===== src/rtl/alu_exec_unit.sv =====
// Execute-stage ALU: single-cycle logic/add/sub/slt, iterative unsigned
// multiply/divide into HI/LO with a start/busy/done handshake.
module alu_exec_unit #(
    parameter int WIDTH = 32
) (
    input  logic             clk,
    input  logic             rst,
    input  logic             start,
    input  logic [3:0]       Operation,
    input  logic [WIDTH-1:0] A,
    input  logic [WIDTH-1:0] B,
    output logic [WIDTH-1:0] Result,
    output logic             Zero,
    output logic             Overflow,
    output logic             Busy,
    output logic             Done,
    output logic [1:0]       dbg_state
);
    // Handshake: start/Operation/A/B are taken on a rising edge only while Busy=0;
    // Done is a one-cycle pulse per accepted op; start during Busy is dropped.
    localparam int CW = (WIDTH > 1) ? $clog2(WIDTH) : 1;
    localparam logic [CW-1:0] LAST = CW'(WIDTH - 1);

    localparam logic [3:0] OP_AND   = 4'b0000;
    localparam logic [3:0] OP_OR    = 4'b0001;
    localparam logic [3:0] OP_ADD   = 4'b0010;
    localparam logic [3:0] OP_SUB   = 4'b0110;
    localparam logic [3:0] OP_SLT   = 4'b0111;
    localparam logic [3:0] OP_NOR   = 4'b1100;
    localparam logic [3:0] OP_MULTU = 4'b1000;
    localparam logic [3:0] OP_DIVU  = 4'b1001;
    localparam logic [3:0] OP_MFHI  = 4'b1010;
    localparam logic [3:0] OP_MFLO  = 4'b1011;

    typedef enum logic [1:0] {IDLE = 2'd0, MUL = 2'd1, DIV = 2'd2} state_t;

    state_t             state;
    logic [CW-1:0]      cnt;
    logic [WIDTH-1:0]   hi;
    logic [WIDTH-1:0]   lo;
    logic [2*WIDTH-1:0] prod;
    logic [WIDTH-1:0]   mcand;
    logic [WIDTH-1:0]   rem;
    logic [WIDTH-1:0]   quot;
    logic [WIDTH-1:0]   divisor;

    logic [WIDTH-1:0]   sum;
    logic [WIDTH-1:0]   diff;
    logic [WIDTH-1:0]   alu_res;
    logic               alu_ovf;
    logic [WIDTH:0]     mul_sum;
    logic [2*WIDTH-1:0] prod_next;
    logic [WIDTH:0]     shifted;
    logic [WIDTH:0]     trial;
    logic [WIDTH-1:0]   rem_next;
    logic [WIDTH-1:0]   quot_next;

    assign dbg_state = state;

    always_comb begin
        sum     = A + B;
        diff    = A - B;
        alu_res = '0;
        alu_ovf = 1'b0;
        case (Operation)
            OP_AND:  alu_res = A & B;
            OP_OR:   alu_res = A | B;
            OP_NOR:  alu_res = ~(A | B);
            OP_ADD: begin
                alu_res = sum;
                alu_ovf = (A[WIDTH-1] == B[WIDTH-1]) && (sum[WIDTH-1] != A[WIDTH-1]);
            end
            OP_SUB: begin
                alu_res = diff;
                alu_ovf = (A[WIDTH-1] != B[WIDTH-1]) && (diff[WIDTH-1] != A[WIDTH-1]);
            end
            // Direct signed compare so a wrapped difference cannot flip the answer.
            OP_SLT:  alu_res = ($signed(A) < $signed(B)) ? WIDTH'(1) : '0;
            OP_MFHI: alu_res = hi;
            OP_MFLO: alu_res = lo;
            default: alu_res = '0;
        endcase
    end

    // Shift-add: upper half accumulates, product shifts right one bit per cycle.
    always_comb begin
        mul_sum   = {1'b0, prod[2*WIDTH-1:WIDTH]} +
                    (prod[0] ? {1'b0, mcand} : {(WIDTH+1){1'b0}});
        prod_next = {mul_sum, prod[WIDTH-1:1]};
    end

    // Restoring divide; a zero divisor always "fits", giving all-ones / dividend.
    always_comb begin
        shifted = {rem, quot[WIDTH-1]};
        trial   = shifted - {1'b0, divisor};
        if (!trial[WIDTH]) begin
            rem_next  = trial[WIDTH-1:0];
            quot_next = {quot[WIDTH-2:0], 1'b1};
        end else begin
            rem_next  = shifted[WIDTH-1:0];
            quot_next = {quot[WIDTH-2:0], 1'b0};
        end
    end

    always_ff @(posedge clk) begin
        if (rst) begin
            state    <= IDLE;
            cnt      <= '0;
            hi       <= '0;
            lo       <= '0;
            prod     <= '0;
            mcand    <= '0;
            rem      <= '0;
            quot     <= '0;
            divisor  <= '0;
            Result   <= '0;
            Zero     <= 1'b1;
            Overflow <= 1'b0;
            Busy     <= 1'b0;
            Done     <= 1'b0;
        end else begin
            Done <= 1'b0;
            case (state)
                IDLE: begin
                    if (start) begin
                        if (Operation == OP_MULTU) begin
                            mcand <= A;
                            prod  <= {{WIDTH{1'b0}}, B};
                            cnt   <= '0;
                            Busy  <= 1'b1;
                            state <= MUL;
                        end else if (Operation == OP_DIVU) begin
                            divisor <= B;
                            quot    <= A;
                            rem     <= '0;
                            cnt     <= '0;
                            Busy    <= 1'b1;
                            state   <= DIV;
                        end else begin
                            Result   <= alu_res;
                            Zero     <= (alu_res == '0);
                            Overflow <= alu_ovf;
                            Done     <= 1'b1;
                        end
                    end
                end
                MUL: begin
                    prod <= prod_next;
                    cnt  <= cnt + CW'(1);
                    if (cnt == LAST) begin
                        hi    <= prod_next[2*WIDTH-1:WIDTH];
                        lo    <= prod_next[WIDTH-1:0];
                        Done  <= 1'b1;
                        Busy  <= 1'b0;
                        state <= IDLE;
                    end
                end
                DIV: begin
                    rem  <= rem_next;
                    quot <= quot_next;
                    cnt  <= cnt + CW'(1);
                    if (cnt == LAST) begin
                        hi    <= rem_next;
                        lo    <= quot_next;
                        Done  <= 1'b1;
                        Busy  <= 1'b0;
                        state <= IDLE;
                    end
                end
                default: state <= IDLE;
            endcase
        end
    end
endmodule


===== config.mk =====
export PLATFORM = sky130hd
export DESIGN_NAME = alu_exec_unit
export DESIGN_NICKNAME = d
export VERILOG_FILES = /design/src/rtl/alu_exec_unit.sv
export SDC_FILE = /design/constraint.sdc
export NUM_CORES = 1
export LEC_CHECK = 0
export BUFFER_PORTS_ARGS = -buffer_cell sky130_fd_sc_hd__buf_2
export CORE_AREA = 4 4 256 158
export CTS_CLUSTER_DIAMETER = 100
export DETAILED_ROUTE_END_ITERATION = 8
export DIE_AREA = 0 0 260 162
export PLACE_DENSITY_LB_ADDON = 0.05
export SLEW_MARGIN = 20
export SYNTH_ARGS = -nofsm -noshare
export SYNTH_HDL_FRONTEND = slang
export SYNTH_SLANG_ARGS = --single-unit

===== constraint.sdc =====
create_clock -name clk -period 3.17 [get_ports clk]
set_input_delay 0.317 -clock clk [delete_from_list [all_inputs] [get_ports clk]]
set_output_delay 0.317 -clock clk [all_outputs]
set_load 0.005 [all_outputs]

# [Word level (Yosys, flattened, before mapping)]
# Index checks and enable logic that the tools add are counted.
# W data, S select, Z words.
[word_totals] reg_bits=299 out_inout_bits=38
[classes] n_addsub=5 magnitude_cmp=1 eq_ne=24 n_mux=42 bitwise=5 reduce_logical=19
[op_table] cell="$mux W32" n=12
[op_table] cell="$pmux W32 S2" n=4
[op_table] cell="$pmux W32 S8" n=1
[op_table] cell="$mux W64" n=2
[op_table] cell="$pmux W64 S2" n=1
[op_table] cell="$add A32 B32 Y33" n=1
[op_table] cell="$sub A33 B32 Y33" n=1
[op_table] cell="$add A32 B32 Y32" n=1
[op_table] cell="$and A32 B32 Y32" n=1
[op_table] cell="$logic_not A32 Y1" n=1
[op_table] cell="$lt A32 B32 Y1" n=1
[op_table] cell="$not A32 Y32" n=1
[op_table] cell="$or A32 B32 Y32" n=1
[op_table] cell="$sub A32 B32 Y32" n=1
[op_table] cell="$eq A4 B4 Y1 const B" n=5
[op_table] cell="$reduce_and A4 Y1" n=4
[op_table] cell="$mux W5" n=3
[op_table] cell="$reduce_and A3 Y1" n=5
[op_table] cell="$ne A2 B2 Y1 const B" n=6
[op_table] cell="$mux W1" n=10
[op_table] cell="$pmux W5 S2" n=1
[op_table] cell="$eq A4 B3 Y1 const B" n=2
[op_table] cell="$mux W2" n=4
[op_table] cell="$reduce_bool A2 Y1" n=4
[op_table] cell="17 further kinds" n=23

# [Depth between registers and ports, before layout]
[logic_depth] ltp_word=5 ltp_mapped=18 ltp_nobuf=16

# [Worst setup path after synthesis]
# OpenSTA, ideal clock, no wires.
[synth_path] kind="flip-flop to flip-flop" start="reg prod[0]" end="reg hi[27]" setup_time_ns=0.086 t_arrival_ns=3.104 path_slack_ns=-0.020 path_stages_with_launch=16 n_path_buf=0 period_less_slack_ns=3.190 path_cell_list="dfxtp_1 -> and2_1 -> ha_1 -> fa_1 -> a21o_1 -> a21oi_1 -> o31ai_1 -> o221a_2 -> a31oi_1 -> o211a_1 -> nor2_1 -> o21a_1 -> nor2_1 -> xnor2_1 -> a21oi_1 -> a211oi_1"
[synth_via] elab_chain_cells=4
[synth_rtl] element="from (decl)" line_no="41" rtl="logic [2*WIDTH-1:0] prod;"
[synth_rtl] element="from (signal assigned)" line_no="128" rtl="prod <= {{WIDTH{1'b0}}, B};"
[synth_rtl] element="from (signal assigned)" line_no="148" rtl="prod <= prod_next;"
[synth_rtl] element="$mux W32" line_no="88" rtl="(prod[0] ? {1'b0, mcand} : {(WIDTH+1){1'b0}});"
[synth_rtl] element="$add A32 B32 Y33" line_no="87" rtl="mul_sum = {1'b0, prod[2*WIDTH-1:WIDTH]} +"
[synth_rtl] element="$mux W32" line_no="150" rtl="if (cnt == LAST) begin"
[synth_rtl] element="$pmux W32 S2" line_no="123" rtl="case (state)"
[synth_rtl] element="to (signal assigned)" line_no="151" rtl="hi <= prod_next[2*WIDTH-1:WIDTH];"
[synth_rtl] element="to (signal assigned)" line_no="163" rtl="hi <= rem_next;"
[synth_rtl] element="to (decl)" line_no="39" rtl="logic [WIDTH-1:0] hi;"
# No other way between the ends. The select of a mux whose other input is x is not followed.
# A chain may end at the register's enable or synchronous reset.

# [Final worst setup path]
[layout_path] start="reg divisor[7]" end="reg hi[1]"
[layout_via] elab_chain_cells=4
[layout_rtl] element="from (decl)" line_no="45" rtl="logic [WIDTH-1:0] divisor;"
[layout_rtl] element="from (signal assigned)" line_no="115" rtl="divisor <= '0;"
[layout_rtl] element="from (signal assigned)" line_no="133" rtl="divisor <= B;"
[layout_rtl] element="$sub A33 B32 Y33" line_no="95" rtl="trial = shifted - {1'b0, divisor};"
[layout_rtl] element="$mux W32" line_no="96" rtl="if (!trial[WIDTH]) begin"
[layout_rtl] element="$mux W32" line_no="162" rtl="if (cnt == LAST) begin"
[layout_rtl] element="$pmux W32 S2" line_no="123"
# No other way between the ends. The select of a mux whose other input is x is not followed.

==> results.ini <==
[timing]
max_slew_margin=0.298
final-hold-violation-count=0
hold_ws_ns=0.0338
fin_ws_ns=-0.539
setup_viol_count_final=74
slew_violations=0
max_freq_mhz=270
fin_skew_ns=0.0238
rsz0062_at_grt=true
fin_crit_ns=3.71
finalCritPeriodShare=1.17
tightest_slew_ns=1.05

[drt]
routed_wl_mm=90.3
drt-wirelength-per-cell_um=23.3
vias=25100
antenna_left=0
vias_per_cell=6.48
dr.first_iter.drc_count=3347
drtPass1Iterations=7
drc=0

[clocking]
insertion_delay_ns=0.60
htree_levels=1
clk_path_buf_depth=3
clkTransAtPathRegs_ns=0.07
cts_tree=built
cts_buffers=30
cts-root-buf=clkbuf_16
cts_hold_buf=0
cts.sinks=299

[job]
cap_violations=0

[grt]
antenna_found_initial=2
grt_first_pass_wirelength_mm=130
grt_max_degree=175
grt_usage=0.387
grt-ovfl-total=0
grt_pass1_vias=23600

[power]
peakVddDrop_mv=0.422
p_per_area_nw_per_um2=398
p_leak_uw=0.0121
power_uw=11600

[layout]
area_delta_synth_final_pct=35.8
design_area_um2=29200
nets=3583
n_fill_cell=2642
fin_cells=3882
drive_above_1_share=0.300

[die]
ios=109
chipHeight_um=162
core_um2=38300
start_util=0.561
dieArea_um2=42100
dieWidth_um=260
rows=56

[placed_design]
preCtsSetupSlack_ns=-0.859
dp_hpwl_mm=63.0
gp_congestion=1.01
port_buffers=108
placed_area_um2=26200
dp_cells=3794

[outcome]
outcome=complete, but fails checks
failed_checks=negative setup slack

[setup_path]
critPathMaxFanout=7
worstPathArrival_ns=4.16
worstPathRequired_ns=3.62
crit_type=flop to flop
worst-r2r-cell-count=16
start_kind=flop
endpoint_kind=flop

[yosys]
synth.net_count=3056
syn_area_um2=21500
synth.avg_cell_area_um2=7.65
synth-edff-count=0
synth.distinct_cells=109
synth_warnings=0
ys.flop_type=dfxtp_1
ys_seq_area_frac=0.279
synthArstFlopShare=0
synth_seq_cells=299
syn_inst=2809

[min_path]
whs_path_depth=3
hp-class=input pin to flop

cell families (layout without fill, tap and decap cells):
group | after synthesis | after routing | synth area share
AO/OA/AOI/OAI | 907 | 907 | 0.285
XOR/XNOR | 59 | 59 | 0.0244
adder cells (fa/ha/maj) | 176 | 176 | 0.104
buffers and inverters | 334 | 884 | 0.0612
flip-flops | 299 | 299 | 0.279
multiplexers | 118 | 118 | 0.0553
other | 0 | 1 | 0
AND/OR/NAND/NOR | 916 | 916 | 0.191
synth_stat cells, drive strengths merged, types with 9 or more instances:
library cell / number / area, um2
a2111oi: 12 / 125
a211oi: 154 / 1190
a21o: 43 / 323
a21oi: 271 / 1360
a221o: 9 / 90.1
a221oi: 15 / 161
a22oi: 46 / 345
a31o: 9 / 87.6
a31oi: 21 / 146
and2: 45 / 284
and3: 15 / 93.8
buf: 44 / 226
clkbuf: 131 / 492
dfxtp: 299 / 5990
ha: 172 / 2150
inv: 157 / 589
mux2i: 112 / 1120
nand2: 309 / 1160
nand2b: 20 / 125
nand3: 45 / 243
nand4: 16 / 100
nor2: 343 / 1290
nor2b: 17 / 106
nor3: 41 / 205
nor4: 12 / 81.3
o211ai: 32 / 245
o21a: 20 / 150
o21ai: 125 / 629
o21bai: 20 / 150
o221ai: 10 / 87.6
o22ai: 21 / 138
o31ai: 17 / 133
or2: 13 / 81.3
or3: 9 / 56.3
xnor2: 43 / 384
xor2: 16 / 140
stage by stage:
stage               utilization  TNS, ns
global route              0.761   -22.88
finish                    0.761   -21.67
CTS                       0.733   -10.73
global placement          0.684   -40.86
detailed placement        0.684   -46.21
floorplan                     -        0
layout by cell type (no fill, tap or decap), types with 11 or more instances in the layout:
cell type / synthesis / routed
a211oi_2: 6 / 11
clkbuf_16: 0 / 32
nand4_1: 16 / 16
buf_2: 25 / 106
buf_4: 4 / 531
nor2b_1: 17 / 16
nand3_1: 43 / 39
nor3_1: 41 / 37
o22ai_1: 20 / 18
buf_6: 2 / 13
ha_4: 0 / 29
ha_1: 172 / 136
o21ai_0: 111 / 91
nand2b_1: 20 / 20
nand2_1: 309 / 306
o31ai_1: 16 / 11
dfxtp_2: 0 / 11
o21bai_1: 20 / 19
a21o_1: 43 / 43
nor2_1: 341 / 333
and2_1: 44 / 32
or2_2: 12 / 11
a21oi_2: 2 / 29
o211ai_1: 31 / 31
and3_1: 15 / 12
mux2i_1: 112 / 100
o21ai_2: 1 / 11
xnor2_1: 42 / 37
and2_4: 1 / 13
buf_12: 0 / 13
o21ai_1: 13 / 20
o21a_1: 20 / 17
a21oi_1: 269 / 239
a211oi_1: 148 / 138
a22oi_1: 46 / 40
dfxtp_1: 299 / 286
a31oi_1: 20 / 15
xor2_1: 16 / 16
inv_1: 157 / 150
timing repair:
item,CTS,global route
setup endpoints to repair,85,88
pin swaps,52,86
cloned,3,1
buffers inserted,11,20
endpoints found under the hold margin,0,0
resized for setup,137,178
report_power, final:
group	internal [uW]	total [uW]	switching (uW)	leakage, uW
sequential	3860	3940	74.3	0.00243
combinational	1620	3690	2070	0.00916
clock	2270	3980	1710	0.000513
total	7760	11600	3850	0.0121
per-layer routing:
metal / share of wire / global-route usage / up-vias / wire length, um
met4: 0.061 / 0.160 / 2 / 5500
met2: 0.43 / 0.610 / 1766 / 39000
met5: 0.00050 / 0 / - / 45
met3: 0.11 / 0.0670 / 496 / 9700
li1: - / - / 11100 / -
met1: 0.40 / 0.527 / 11700 / 36000
worst max-delay path: stages, from the launching register on:
cell	delay, ns
dfxtp_2	0.35
inv_1	0.08
ha_4	0.30
a21oi_2	0.08
o211ai_1	0.38
a21oi_2	0.18
a2111oi_4	0.44
o211ai_1	0.16
a31oi_1	0.24
nor2_2	0.11
xnor2_4	0.19
buf_12	0.17
buf_16	0.18
mux2i_2	0.26
a211oi_1	0.14
a21oi_1	0.23
nor2_1	0.07
final cells by class:
class                      count  area, um2  share of cell area
clock inverter                18        241             0.00828
antenna                        1       2.50           0.0000858
sequential                   299       6010               0.206
inverter                     159        597              0.0205
clock buffer                  37        828              0.0284
tap                          522        653              0.0224
multi-input combinational   2176      15800               0.540
timing repair buffer         670       5080               0.174
state kept, by name (all words and copies together), names as in the netlist, 2 cells and up:
signal and count:
dbg_state 2, Result 32, mcand 32, prod 64, quot 32, divisor 32
cnt 5, lo 32, hi 32, rem 32
final timing paths:
check	to	slack, ns	from
worst min register to register	mcand[27]	0.45	mcand[27]
worst max-delay path	hi[1]	-0.54	divisor[7]
worst min-delay path	divisor[26]	0.03	B[26]
worst max register to register	hi[1]	-0.54	divisor[7]
No activity file was read; power rests on OpenSTA's default activity.
